$ cat config.mk
export PLATFORM = sky130hd
export DESIGN_NAME = piso_serializer_flat
export DESIGN_NICKNAME = d
export VERILOG_FILES = /design/src/rtl/piso_pkg.sv /design/src/rtl/piso_serializer_if.sv /design/src/rtl/piso_hold_reg.sv /design/src/rtl/piso_serializer.sv /design/src/flat_wrapper.sv
export SDC_FILE = /design/constraint.sdc
export NUM_CORES = 1
export LEC_CHECK = 0
export CORE_AREA = 2 2 47 49
export CTS_CLUSTER_DIAMETER = 150
export DETAILED_ROUTE_END_ITERATION = 8
export DIE_AREA = 0 0 49 51
export HOLD_SLACK_MARGIN = 0.08
export PLACE_DENSITY = 0.78
export REMOVE_ABC_BUFFERS = 1
export SETUP_SLACK_MARGIN = 0.4
export SLEW_MARGIN = 20
export SYNTH_ARGS = -nofsm -noshare
export SYNTH_HDL_FRONTEND = slang
export SYNTH_SLANG_ARGS = --single-unit
$ cat constraint.sdc
create_clock -name clk -period 3.7 [get_ports clk]
set_clock_uncertainty 0.2 [all_clocks]
set_input_delay 0.925 -clock clk [delete_from_list [all_inputs] [get_ports clk]]
set_output_delay 0.925 -clock clk [all_outputs]
set_load 0.01 [all_outputs]
$ cat src/rtl/piso_pkg.sv
// Shared types and helpers for the parallel-in/serial-out serializer.
package piso_pkg;

  typedef enum logic {StIdle, StShift} state_e;

  // Bit-counter width; never collapses to zero bits.
  function automatic int unsigned cnt_w(input int unsigned width);
    return (width > 1) ? $clog2(width) : 1;
  endfunction

endpackage

$ cat src/rtl/piso_serializer_if.sv
// Load handshake and framed serial output of the serializer.
interface piso_serializer_if #(
  parameter int unsigned WIDTH = 8
);
  logic             in_valid;
  logic             in_ready;
  logic [WIDTH-1:0] in_data;
  logic             ser_out;
  logic             ser_valid;
  logic             ser_first;
  logic             ser_last;
  logic             busy;

  modport master (
    output in_valid, in_data,
    input  in_ready, ser_out, ser_valid, ser_first, ser_last, busy
  );

  modport slave (
    input  in_valid, in_data,
    output in_ready, ser_out, ser_valid, ser_first, ser_last, busy
  );
endinterface

$ cat src/rtl/piso_hold_reg.sv
// One-entry holding register that queues the next word while the current one shifts.
module piso_hold_reg #(
  parameter int unsigned WIDTH = 8
) (
  input  logic             clk,
  input  logic             rst,
  input  logic             wr_en_i,
  input  logic [WIDTH-1:0] din_i,
  input  logic             rd_en_i,
  output logic [WIDTH-1:0] dout_o,
  output logic             full_o
);

  logic [WIDTH-1:0] data_q;
  logic             full_q;

  always_ff @(posedge clk or posedge rst) begin
    if (rst) begin
      data_q <= '0;
      full_q <= 1'b0;
    end else if (wr_en_i) begin
      data_q <= din_i;
      full_q <= 1'b1;
    end else if (rd_en_i) begin
      full_q <= 1'b0;
    end
  end

  assign dout_o = data_q;
  assign full_o = full_q;

endmodule

$ cat src/rtl/piso_serializer.sv
// Parallel-in/serial-out serializer: shift register, bit counter and framing FSM.
module piso_serializer
  import piso_pkg::*;
#(
  parameter int unsigned WIDTH     = 8,
  parameter bit          LSB_FIRST = 1'b1
) (
  input  logic               clk,
  input  logic               rst,
  piso_serializer_if.slave   bus
);

  localparam int unsigned     CntW    = cnt_w(WIDTH);
  localparam logic [CntW-1:0] LastCnt = CntW'(WIDTH - 1);

  state_e            state_q, state_d;
  logic [WIDTH-1:0]  shreg_q, shreg_d;
  logic [CntW-1:0]   bitcnt_q, bitcnt_d;
  logic [WIDTH-1:0]  hold_dout;
  logic              hold_full;
  logic              hold_wr;
  logic              hold_rd;
  logic              accept;
  logic              shifting;

  assign accept   = bus.in_valid & ~hold_full;
  assign shifting = (state_q == StShift);

  piso_hold_reg #(
    .WIDTH (WIDTH)
  ) u_hold (
    .clk     (clk),
    .rst     (rst),
    .wr_en_i (hold_wr),
    .din_i   (bus.in_data),
    .rd_en_i (hold_rd),
    .dout_o  (hold_dout),
    .full_o  (hold_full)
  );

  always_comb begin
    state_d  = state_q;
    shreg_d  = shreg_q;
    bitcnt_d = bitcnt_q;
    hold_wr  = 1'b0;
    hold_rd  = 1'b0;
    unique case (state_q)
      StIdle: begin
        if (accept) begin
          shreg_d  = bus.in_data;
          bitcnt_d = '0;
          state_d  = StShift;
        end
      end
      StShift: begin
        if (bitcnt_q != LastCnt) begin
          shreg_d  = LSB_FIRST ? (shreg_q >> 1) : (shreg_q << 1);
          bitcnt_d = bitcnt_q + 1'b1;
          hold_wr  = accept;
        end else if (hold_full) begin
          // in_ready is low here, so no accept can collide with the hold drain.
          shreg_d  = hold_dout;
          hold_rd  = 1'b1;
          bitcnt_d = '0;
        end else if (accept) begin
          shreg_d  = bus.in_data;
          bitcnt_d = '0;
        end else begin
          shreg_d  = '0;
          bitcnt_d = '0;
          state_d  = StIdle;
        end
      end
    endcase
  end

  always_ff @(posedge clk or posedge rst) begin
    if (rst) begin
      state_q  <= StIdle;
      shreg_q  <= '0;
      bitcnt_q <= '0;
    end else begin
      state_q  <= state_d;
      shreg_q  <= shreg_d;
      bitcnt_q <= bitcnt_d;
    end
  end

  assign bus.in_ready  = ~hold_full;
  assign bus.ser_valid = shifting;
  assign bus.ser_out   = shifting & (LSB_FIRST ? shreg_q[0] : shreg_q[WIDTH-1]);
  assign bus.ser_first = shifting & (bitcnt_q == '0);
  assign bus.ser_last  = shifting & (bitcnt_q == LastCnt);
  assign bus.busy      = shifting | hold_full;

endmodule
$ cat src/flat_wrapper.sv
// flat-port wrapper written by rule: the top's interface ports become plain ports
module piso_serializer_flat import piso_pkg::*;
#(
  parameter int unsigned WIDTH     = 8,
  parameter bit          LSB_FIRST = 1'b1
)
  (clk, rst, bus_in_valid, bus_in_data, bus_in_ready, bus_ser_out, bus_ser_valid, bus_ser_first, bus_ser_last, bus_busy);
  piso_serializer_if #(.WIDTH(WIDTH)) bus_i ();
  input  logic clk;
  input  logic rst;
  input wire logic [$bits(bus_i.in_valid)-1:0] bus_in_valid;
  input wire logic [$bits(bus_i.in_data)-1:0] bus_in_data;
  output wire logic [$bits(bus_i.in_ready)-1:0] bus_in_ready;
  output wire logic [$bits(bus_i.ser_out)-1:0] bus_ser_out;
  output wire logic [$bits(bus_i.ser_valid)-1:0] bus_ser_valid;
  output wire logic [$bits(bus_i.ser_first)-1:0] bus_ser_first;
  output wire logic [$bits(bus_i.ser_last)-1:0] bus_ser_last;
  output wire logic [$bits(bus_i.busy)-1:0] bus_busy;
  assign bus_i.in_valid = bus_in_valid;
  assign bus_i.in_data = bus_in_data;
  assign bus_in_ready = bus_i.in_ready;
  assign bus_ser_out = bus_i.ser_out;
  assign bus_ser_valid = bus_i.ser_valid;
  assign bus_ser_first = bus_i.ser_first;
  assign bus_ser_last = bus_i.ser_last;
  assign bus_busy = bus_i.busy;
  piso_serializer #(.WIDTH(WIDTH), .LSB_FIRST(LSB_FIRST)) u_core (.clk(clk), .rst(rst), .bus(bus_i));
endmodule
## After elaboration in Yosys (flattened, before gate mapping)

Cells that the tools add are included.

- Bits in registers: 21
- Output and inout bits: 6

- Add/sub/neg operators: 1
- Equality and inequality tests: 3
- Muxes and demuxes: 19
- Bitwise operators: 7
- Reduce and logical (&&, ||, !) cells: 2

Operators by type and width:

| operator | count |
|---|---|
| $mux 8 | 4 |
| $pmux 8 s2 | 1 |
| $mux 1 | 10 |
| $mux 3 | 2 |
| $pmux 3 s2 | 1 |
| $and 1x1->1 | 4 |
| $add 3x1->3 const B | 1 |
| $eq 3x3->1 const B | 1 |
| $logic_not 3->1 | 1 |
| $ne 3x3->1 const B | 1 |
| $ne 2x1->1 const B | 1 |
| $not 1->1 | 2 |
| $pmux 1 s2 | 1 |
| $reduce_bool 2->1 | 1 |
| $or 1x1->1 | 1 |

## Longest topological paths before layout

Gate-level depths: netlist of the first run.

- Word-level depth: 6
- Depth in mapped cells: 6

## Modules after synthesis

From an unflattened synthesis of the first run, not the netlist that was laid out.

- Cells, all modules: 91
- Area total of the unflattened synthesis: 1177.4 um2

Modules (own cells, without submodules):

| module | instances | cells an instance | area each (um2) | seq. area each (um2) |
|---|---|---|---|---|
| piso_serializer | 1 | 70 | 804.5 | 300.3 |
| piso_hold_reg | 1 | 21 | 372.9 | 225.2 |

## Worst setup path before layout of the first run

Ideal clock, no wire load.

- Kind: flip-flop to output port
- Start: register u_core.bitcnt_q[0]
- End: output port bus_ser_last
- Data arrival time: 946 ps
- Slack: 1629 ps
- Cell stages (with the launch flop): 5
- Path buffers: 0
- Cells stage by stage: dfrtp_1 ha_1 ha_1 nand2_1 inv_1

- Word-level cells in the longest chain between the ends: 2

RTL lines:

| item | line | text |
|---|---|---|
| start, declared | piso_serializer.sv:18 | `logic [CntW-1:0] bitcnt_q, bitcnt_d;` |
| start signal, assigned | piso_serializer.sv:85 | `bitcnt_q <= bitcnt_d;` |
| $eq 3x3->1 | piso_serializer.sv:93 | `assign bus.ser_last = shifting & (bitcnt_q == LastCnt);` |
| $and 1x1->1 | piso_serializer.sv:93 |  |
| end, declared | flat_wrapper.sv:17 | `output wire logic [$bits(bus_i.ser_last)-1:0] bus_ser_last;` |

No other way between the ends.

## Final worst setup path of the first run

Ends and elaborated chain as after synthesis.

==> results of run 1 <==
-- cells by family (layout without fill, tap and decap cells) --
kind of cell	after synthesis	count (layout)	synth area share [%]
and+or+nand+nor	16	16	9.77
buffers and inverters	11	27	6.35
adders and majority gates	4	4	4.88
DFF	21	21	51.3
AOI/OAI and AO/OA	21	21	17.9
muxes	9	9	9.77
-- power by group --
part	total, mW	switching, mW	internal (mW)
Sequential	0.418	0.0836	0.335
Clock	0.111	0.0709	0.0403
Combinational	0.409	0.191	0.217
-- final cells by class --
cell class                 instances  share of cell area (%)
sequential                        21                    43.5
multi-input combinational         50                    35.9
timing repair buffer              16                    13.3
tap                               28                    2.90
inverter                           7                    2.17
clock buffer                       3                    1.86
clock inverter                     1                   0.414
-- routing by layer --
layer / part of all wire (%) / wire length [um] / up-vias / track usage, %
met3: 2.7 / 53 / 4 / 1.75
met5: 0 / 0 / - / 0
met4: 1.6 / 31 / 0 / 8.57
li1: - / - / 340 / -
met1: 45 / 887 / 379 / 24.6
met2: 50 / 992 / 13 / 30.8
-- state kept, by name, summed over array words and instances (netlist names) --
register              flops
u_core.shreg_q            8
u_core.bus.ser_valid      1
u_core.bitcnt_q           3
u_core.u_hold.dout_o      8
u_core.u_hold.full_o      1
-- stage by stage --
stage / cell area [um2] / hold slack, ns / power (mW) / cells / setup WS, ns
after floorplan: 986 / 0.279 / 0.687 / 78 / 1.62
after global placement: 1180 / 0.289 / 0.807 / 122 / 1.05
after detailed placement: 1180 / 0.298 / 0.831 / 122 / 1.01
after CTS: 1210 / 0.326 / 0.942 / 126 / 0.726
after global routing: 1210 / 0.345 / 1.01 / 126 / 0.611
final: 1210 / 0.326 / 0.938 / 126 / 0.727
-- path summary, 6_finish.rpt --
check	startpoint	to	slack, ns	depth (start not counted)
worst min-delay path	u_core.u_hold.dout_o[6]	u_core.u_hold.dout_o[6]	0.33	1
min in group asynchronous	rst	u_core.u_hold.dout_o[5]	0.85	2
worst max-delay path	u_core.bitcnt_q[0]	bus_ser_last	0.73	5
worst max register to register	u_core.bitcnt_q[0]	u_core.shreg_q[6]	1.46	5
worst min register to register	u_core.u_hold.dout_o[6]	u_core.u_hold.dout_o[6]	0.33	1
max in group asynchronous	rst	u_core.u_hold.dout_o[0]	1.95	2
-- layout by cell type (no fill, tap or decap), types with 2 or more instances in the layout --
cell	n
dfrtp_1	21
clkdlybuf4s50_1	16
mux2_2	8
a32o_1	7
a221o_1	7
inv_1	6
nand2_1	5
ha_1	4
o21ai_0	3
nor2b_1	3
clkbuf_4	3
nor2_2	2
o22ai_1	2
==> impl_results.rst, run 1 <==
.. list-table::
   :header-rows: 1

   * - Metric
     - Value
   * - Final setup TNS
     - 0 ns
   * - Outcome
     - complete, no violations
   * - Standard cell with the maximum stage delay on the critical path
     - clkdlybuf4s50_1
   * - WS Path Type
     - reg2out
   * - Total global-route track usage
     - 18.5%
   * - P per Cell Area
     - 776 nW/um2
   * - EDFF count, synth
     - 0
   * - Final RePlAce weighted congestion
     - 0.708
   * - Insertion delay to the later sink of the worst-skew pair
     - 0.30 ns
   * - First DRT Iteration DRCs
     - 23
   * - Total DRC errors in the routed layout
     - 0
   * - Layout Area Growth over Synthesis
     - 17.9%
   * - Initial antenna violation count
     - 0
   * - Core Area
     - 2060 um2
   * - Async set-reset flop share out of synthesis
     - 100%
   * - Sequential cell area in the final layout
     - ~530 um2
   * - Data arrival at the endpoint of the critical path
     - 1.85 ns
   * - Number of global-route vias before repair
     - 730
   * - DR vias
     - 736
   * - Dominant cell by count in the synthesized netlist
     - dfrtp_1
   * - List of cells traversed by the critical path
     - ha_1 > ha_1 > nand2_1 > inv_1 > clkdlybuf4s50_1
   * - Post-CTS resize count
     - 0
   * - Number of failing hold endpoints at the final stage
     - 0
   * - Total clock buffers created by CTS
     - 3
   * - Post-CTS Hold Fix Bufs
     - 0
   * - Tcrit/Tclk final
     - 80.3%
   * - Largest fanout on the critical path
     - 4
   * - Number of instances in the synthesized netlist
     - 82
   * - Site Rows
     - 17
   * - Cell chosen for the clock root
     - clkbuf_4
   * - Fraction of final layout cells with drive strength greater than 1
     - just under 20%
   * - Synthesis-stage register bit count
     - 21
   * - Total of fill cells in the finished design
     - 187
   * - Post-detailed-placement half-perimeter wirelength
     - 1370 um
   * - Actual transition at the worst max-transition pin
     - 0.793 ns
   * - Detail Route Antenna Nets
     - 0
   * - Multi-input combinational cell area
     - 434 um2
   * - Number of pins with negative max-slew slack in the final report
     - 0
   * - Cell type group with the largest total delay on the critical path
     - buffers and inverters
   * - Cell types with the highest counts after synthesis
     - 21 x dfrtp_1, 8 x mux2_2, 7 x a221o_1, 7 x a32o_1, 6 x inv_1
   * - Die extent in y
     - 51 um
   * - Number of iterations in the first detailed-routing pass
     - 4
   * - Max-capacitance violation count
     - 0
   * - Die X-Extent
     - roughly 49 um
   * - Sinks on the clock net
     - 21
   * - Global-route wire length before repair
     - 3480 um
   * - Total setup buffers inserted after CTS
     - 0
   * - Required @ worst endpoint
     - 2.57 ns
   * - Starting Density
     - 49.7%
   * - LEAKAGE
     - 0.536 nW
   * - Core utilization of the finished layout
     - 58.6%
   * - Setup-violating endpoint count in the final report
     - 0
   * - RSZ-0062 raised after global routing
     - false
   * - Synth warn
     - 0
   * - Headroom to the max-slew limit
     - a little under half
   * - Syn avg cell area
     - 12.5 um2
   * - Delay of the slowest cell on the worst path
     - 0.54 ns
   * - H-tree depth
     - 1
   * - Maximum achievable frequency
     - 336 MHz
   * - Synth Flop Type
     - dfrtp_1
   * - Port Buffer Count
     - 16
   * - Vias/cell
     - between 5 and 6
   * - Total gr overflow
     - 0
   * - Maximum root-to-sink buffer count
     - 2
   * - Most frequent CP cell
     - ha_1
   * - Startpoint type of the worst setup path
     - flip-flop
   * - CP bufs+invs
     - 2
   * - Io pins
     - 17
   * - Antenna diode count
     - 0
   * - Final wirelength
     - between 1500 and 2000 um
   * - Clock period minus final worst setup slack
     - 2.97 ns
   * - Largest cells by area after synthesis
     - dfrtp_1 51%, mux2_2 8.8%, a221o_1 6.8%, a32o_1 6.8%, ha_1 4.9%
   * - Area share of the leading cell type in the synthesized netlist
     - 51.3%
   * - Post-layout net count
     - 114
   * - Worst hold path class
     - reg2reg
   * - Critical path capture point type
     - primary output
   * - Clk slew on worst S/H paths
     - 0.12 ns
   * - Netlist cell types
     - 23
   * - Largest net degree at the start of global routing
     - 22
   * - TritonCTS clock tree
     - yes
   * - Sequential share of the synthesized area
     - around half
   * - Cell area after synthesis
     - around 1000 um2
   * - Average routed wire per standard cell
     - roughly 16 um
   * - Post-synth top area cell
     - dfrtp_1
   * - Worst voltage drop across the vdd grid
     - 0.429 mV
   * - Die area
     - 2500 um2
No activity file was read; power rests on OpenSTA's default activity.
==> inputs of run 2 (changes only) <==
CORE_AREA = 2 2 48 50   (was 2 2 47 49)
DIE_AREA = 0 0 50 52   (was 0 0 49 51)
PLACE_DENSITY = 0.75   (was 0.78)
clock period = 3.1 ns   (was 3.7 ns; I/O delays follow)
==> run 2 against run 1 <==
  * Sequential share of layout area fell by 1.0 points
  * Register-to-register slack got worse by 0.41 ns
  * Global-route usage fell by 0.49 points
  * Setup slack got worse by 0.19 ns
  * Largest cell class unchanged
  * Highest routed layer unchanged
==> impl_results.rst, run 2 (synthesis results as in run 1) <==
.. list-table::
   :header-rows: 1

   * - Metric
     - Value
   * - Outcome
     - complete, no violations
   * - Post-CTS Hold Fix Bufs
     - 0
   * - Largest net degree at the start of global routing
     - 22
   * - RSZ-0062 raised after global routing
     - false
   * - Fin worst setup slack
     - approximately 0.53 ns
   * - Total gr overflow
     - 0
   * - DR vias
     - 729
   * - Setup slack of the most critical reg-to-reg path
     - 1.05 ns
   * - FF-to-FF End
     - u_core.u_hold.dout_o[7]
   * - Port Buffer Count
     - 16
   * - Clock period minus final worst setup slack
     - 2.57 ns
   * - P per Cell Area
     - 931 nW/um2
   * - Reg-to-reg startpoint
     - u_core.bitcnt_q[1]
   * - Final RePlAce weighted congestion
     - 0.720
   * - Post-layout instance count excluding filler cells
     - 128
   * - Antenna diode count
     - 0
   * - Final wirelength
     - 2000 um
   * - Sinks on the clock net
     - 21
   * - Total instance count after detailed placement
     - 123
   * - Die area
     - 2600 um2
   * - Commonest cells after routing, fill and taps aside
     - 20 x dfrtp_1, 14 x clkdlybuf4s50_1, 8 x mux2_2, 7 x a32o_1, 7 x a221o_1
   * - Total DRC errors in the routed layout
     - 0
   * - Worst voltage drop across the vdd grid
     - 0.409 mV
   * - Critical path capture point type
     - primary output
   * - Vias/cell
     - 5.70
   * - Post-layout net count
     - 116
   * - Hold path start
     - u_core.u_hold.dout_o[3]
   * - Worst hold path class
     - reg2reg
   * - Number of pins with negative max-slew slack in the final report
     - 0
   * - Final setup TNS
     - 0 ns
   * - Core Area
     - 2110 um2
   * - Total clock buffers created by CTS
     - 3
   * - Cell chosen for the clock root
     - clkbuf_4
   * - Clk slew on worst S/H paths
     - about 0.12 ns
   * - Length in cells of the worst reg-to-reg path
     - 5
   * - Maximum achievable frequency
     - 390 MHz
   * - First DRT Iteration DRCs
     - 14
   * - Io pins
     - 17
   * - Largest fanout on the critical path
     - 12
   * - Number of failing hold endpoints at the final stage
     - 0
   * - Global-route wire length before repair
     - between 3000 and 4000 um
   * - Max-capacitance violation count
     - 0
   * - Layout Area Growth over Synthesis
     - 21.1%
   * - Maximum root-to-sink buffer count
     - 2
   * - Post-detailed-placement half-perimeter wirelength
     - 1400 um
   * - Startpoint type of the worst setup path
     - flip-flop
   * - Die X-Extent
     - around 50 um
   * - Insertion delay to the later sink of the worst-skew pair
     - approximately 0.31 ns
   * - Required @ worst endpoint
     - 2.12 ns
   * - Detail Route Antenna Nets
     - 0
   * - Total global-route track usage
     - around 18%
   * - Hold Path Cell Cnt
     - 1
   * - Starting Density
     - between 40 and 50%
   * - H-tree depth
     - 1
   * - Fraction of final layout cells with drive strength greater than 1
     - 24.0%
   * - Site Rows
     - 17
   * - Average routed wire per standard cell
     - 15.6 um
   * - Actual transition at the worst max-transition pin
     - roughly 0.79 ns
   * - Tcrit/Tclk final
     - 82.7%
   * - Initial antenna violation count
     - 0
   * - Data arrival at the endpoint of the critical path
     - around 1.6 ns
   * - Die extent in y
     - between 50 and 60 um
   * - Number of iterations in the first detailed-routing pass
     - 4
   * - Most frequent standard cell in the layout excluding fill and tap cells
     - dfrtp_1
   * - Endpoint of the worst hold path
     - u_core.u_hold.dout_o[3]
   * - LEAKAGE
     - approximately 0.56 nW
   * - Setup slack at placement
     - 0.580 ns
   * - Headroom to the max-slew limit
     - around 47%
   * - Setup-violating endpoint count in the final report
     - 0
   * - TritonCTS clock tree
     - yes
   * - Number of global-route vias before repair
     - approximately 700
   * - WS Path Type
     - reg2out
## run 2: cell count changes in the layout (fill, tap and decap cells not counted), sizes merged
cell           previous run  this run
buf                       0         2
dlygate4sd2               0         1
dlymetal6s2s              0         1
clkdlybuf4s50            16        14
## run 2: metal layers
layer,track usage [%],vias to the layer above,part of all wire [%]
met3,1.72,5,2.4
met2,27.9,15,49
met5,0,-,0
met1,24.3,366,45
met4,11.1,0,2.7
li1,-,343,-
## run 2: layout make-up
type	instances	area [um2]
fill	169	865
clock inverter	1	5.00
clock buffer	3	22.5
inverter	7	26.3
multi-input combinational	50	449
sequential	21	527
timing repair buffer	18	176
tap	28	35.0
## run 2: per-stage QoR
step	power (mW)	util [%]	hold WS [ns]	cell area, um2
2_1_floorplan	0.819	-	0.279	986
3_3_place_gp	0.979	56.4	0.290	1190
3_5_place_dp	1.00	56.4	0.300	1190
4_1_cts	1.16	58.8	0.327	1240
5_1_grt	1.24	58.9	0.344	1240
6_report	1.16	58.9	0.321	1240
## run 2: worst max path at each step
stage	startpoint	endpoint	slack, ns
CTS	u_core.bitcnt_q[0]	bus_ser_first	0.41
finish	u_core.bus.ser_valid	bus_busy	0.53
detailed placement	bus_in_valid	u_core.u_hold.dout_o[1]	0.58
global route	u_core.bus.ser_valid	bus_busy	0.47
floorplan	u_core.bitcnt_q[0]	bus_ser_last	1.17
global placement	bus_in_valid	u_core.u_hold.dout_o[7]	0.59
## run 2: where the power goes
group	leakage (nW)	total (mW)	internal (mW)	switching, mW
registers	0.256	0.503	0.401	0.102
logic	0.288	0.517	0.282	0.235
clock network	0.0177	0.136	0.0483	0.0872
## run 2: timing repair
action	4_1_cts	5_1_grt
endpoints found under the setup margin	2	1
cloned	0	0
buffers inserted	1	0
gates resized for setup	5	1
## run 2: critical path: stages (launching register included)
cell	delay (ns)
dfrtp_2	0.51
inv_2	0.14
nand2_1	0.09
clkdlybuf4s50_1	0.54
==> inputs of run 3 (changes only) <==
CORE_AREA = 2 2 51 53   (was 2 2 48 50)
DIE_AREA = 0 0 53 55   (was 0 0 50 52)
PLACE_DENSITY = 0.7   (was 0.75)
clock period = 2.3 ns   (was 3.1 ns; I/O delays follow)
==> run 3 against run 2 <==
  * Die area grew 12%
  * Combinational power grew 97%
  * Routed wire length grew 15%
  * First-iteration DRC count grew 71%
  * Global-route usage shrank 1.4 points
  * Total power grew 60%
  * Worst hold slack gained 0.0037 ns
  * Setup slack lost 0.32 ns
  * Clock-buffer cell count is the same
  * Critical path depth grew 2
  * Register-to-register slack lost 0.65 ns
  * Clock power grew 30%
==> impl_results.rst, run 3 (synthesis results as in run 1) <==
.. list-table::
   :header-rows: 1

   * - Metric
     - Value
   * - Hold path start
     - u_core.u_hold.dout_o[1]
   * - DR vias
     - 810
   * - Detail Route Antenna Nets
     - 0
   * - Die area
     - 2920 um2
   * - Largest fanout on the critical path
     - 2
   * - Total global-route track usage
     - 16.6%
   * - Post-layout instance count excluding filler cells
     - roughly 150
   * - Multi-input combinational cell area
     - 483 um2
   * - Standard cell with the maximum stage delay on the critical path
     - dfrtp_1
   * - Data arrival at the endpoint of the critical path
     - 1.31 ns
   * - Length in cells of the worst reg-to-reg path
     - 6
   * - Commonest cells after routing, fill and taps aside
     - 20 x dfrtp_1, 11 x buf_4, 10 x clkdlybuf4s50_1, 8 x mux2_2, 8 x buf_6
   * - Post-layout net count
     - 131
   * - Share of total power in combinational logic
     - 54.9%
   * - Initial antenna violation count
     - 0
   * - P per Cell Area
     - between 1000 and 1500 nW/um2
   * - Endpoint of the worst hold path
     - u_core.u_hold.dout_o[1]
   * - Actual transition at the worst max-transition pin
     - 0.307 ns
   * - Average routed wire per standard cell
     - 15.9 um
   * - Switching Fraction
     - 36.5%
   * - Fin worst setup slack
     - approximately 0.21 ns
   * - Core Area
     - 2360 um2
   * - Reg-to-reg startpoint
     - u_core.bitcnt_q[0]
   * - Total of fill cells in the finished design
     - 200
   * - H-tree depth
     - 1
   * - Insertion delay to the later sink of the worst-skew pair
     - 0.30 ns
   * - Global-route wire length before repair
     - 3530 um
   * - TritonCTS clock tree
     - yes
   * - Sequential cell area in the final layout
     - about 530 um2
   * - Number of pins with negative max-slew slack in the final report
     - 0
   * - Io pins
     - 17
   * - Port Buffer Count
     - 16
   * - First DRT Iteration DRCs
     - 24
   * - RSZ-0062 raised after global routing
     - true
   * - Post-CTS Hold Fix Bufs
     - 0
   * - Setup slack at placement
     - 0.0761 ns
   * - Core utilization of the finished layout
     - approximately three fifths
   * - Clk slew on worst S/H paths
     - 0.12 ns
   * - Starting Density
     - 43.3%
   * - Internal Pwr Total
     - between 1 and 1.5 mW
   * - Fraction of power consumed by the clock network
     - 9.6%
   * - Vias/cell
     - 5.59
   * - List of cells traversed by the critical path
     - ha_2 > ha_4 > nand2_4 > inv_2 > buf_6
   * - Delay of the slowest cell on the worst path
     - 0.42 ns
   * - LEAKAGE
     - 0.631 nW
   * - Max-capacitance violation count
     - 0
   * - Antenna diode count
     - 0
   * - Startpoint type of the worst setup path
     - flip-flop
   * - Clock period minus final worst setup slack
     - roughly 2.1 ns
   * - Required @ worst endpoint
     - 1.52 ns
   * - Final wirelength
     - 2310 um
   * - Number of global-route vias before repair
     - 800
   * - FF-to-FF End
     - u_core.shreg_q[3]
   * - Site Rows
     - 18
   * - Critical path capture point type
     - primary output
   * - Post-detailed-placement half-perimeter wirelength
     - 1390 um
   * - Layout Area Growth over Synthesis
     - 37.1%
   * - Number of failing hold endpoints at the final stage
     - 0
   * - Die extent in y
     - 55 um
   * - Worst voltage drop across the vdd grid
     - 0.777 mV
   * - Final setup TNS
     - 0 ns
   * - Sequential Power Share
     - 35.5%
   * - Hold Worst Slack
     - 0.325 ns
   * - Number of iterations in the first detailed-routing pass
     - 4
   * - Die X-Extent
     - 53 um
   * - Cell chosen for the clock root
     - clkbuf_4
   * - Most frequent standard cell in the layout excluding fill and tap cells
     - dfrtp_1
   * - Largest net degree at the start of global routing
     - 22
   * - Maximum root-to-sink buffer count
     - 2
   * - Final RePlAce weighted congestion
     - 0.775
   * - Headroom to the max-slew limit
     - 79.5%
   * - Sinks on the clock net
     - 21
   * - Reported net switching power
     - 0.677 mW
   * - Outcome
     - complete, no violations
   * - Setup slack of the most critical reg-to-reg path
     - 0.40 ns
   * - Tcrit/Tclk final
     - 90.7%
   * - Setup-violating endpoint count in the final report
     - 0
   * - Total clock buffers created by CTS
     - 3
   * - Maximum achievable frequency
     - 479 MHz
   * - Worst hold path class
     - reg2reg
   * - WS Path Type
     - reg2out
   * - Hold Path Cell Cnt
     - 1
   * - Fraction of final layout cells with drive strength greater than 1
     - between 40% and 50%
   * - Total instance count after detailed placement
     - 130
   * - Total DRC errors in the routed layout
     - 0
   * - Total gr overflow
     - 0
[run 3: area by class of cell]
cell class	count	share of cell area, %
Clock buffer	3	1.60
Timing Repair Buffer	33	21.5
Inverter	7	2.05
Sequential cell	21	37.5
Multi-Input combinational cell	50	34.4
Clock inverter	1	0.356
Tap cell	30	2.67
[run 3: critical path, delay by kind of cell, from the launching register on]
kind / cells / cell delay (ns)
and+or+nand+nor: 1 / 0.06
adders and majority gates: 2 / 0.39
buffers and inverters: 2 / 0.15
DFF: 1 / 0.42
[run 3: repair_timing]
item	CTS	global route
pin swaps	0	5
buffers inserted	8	3
resized for setup	22	20
setup endpoints to repair	14	16
[run 3: power groups by stage]
stage | logic (mW) | registers (mW) | clock network [mW]
after CTS | 0.823 | 0.643 | 0.180
after floorplan | 0.461 | 0.643 | 0
after global routing | 1.11 | 0.671 | 0.198
after global placement | 0.697 | 0.670 | 0
after detailed placement | 0.715 | 0.675 | 0
final | 1.02 | 0.658 | 0.177
[run 3: worst max-delay path by stage]
stage                        from                       to  cells after the start
3_5_place_dp   u_core.bitcnt_q[0]             bus_ser_last                      5
2_1_floorplan  u_core.bitcnt_q[0]  u_core.u_hold.dout_o[0]                      5
4_1_cts        u_core.bitcnt_q[0]             bus_ser_last                      5
5_1_grt        u_core.bitcnt_q[0]            bus_ser_first                      6
6_report       u_core.bitcnt_q[0]             bus_ser_last                      5
3_3_place_gp   u_core.bitcnt_q[0]             bus_ser_last                      5
[run 3: through the flow]
stage	power, mW	area (um2)
CTS	1.65	1300
finish	1.85	1410
floorplan	1.10	986
detailed placement	1.39	1230
global route	1.98	1410
global placement	1.37	1230
[run 3: metal layers]
| layer | wire length (um) | track usage, % | vias up | part of all wire, % |
|---|---|---|---|---|
| li1 | - | - | 372 | - |
| met1 | 1010 | 22.3 | 417 | 44 |
| met2 | 1200 | 27.7 | 21 | 52 |
| met3 | 89 | 2.69 | 0 | 3.9 |
| met4 | 0 | 5.13 | 0 | 0 |
| met5 | 0 | 0 | - | 0 |
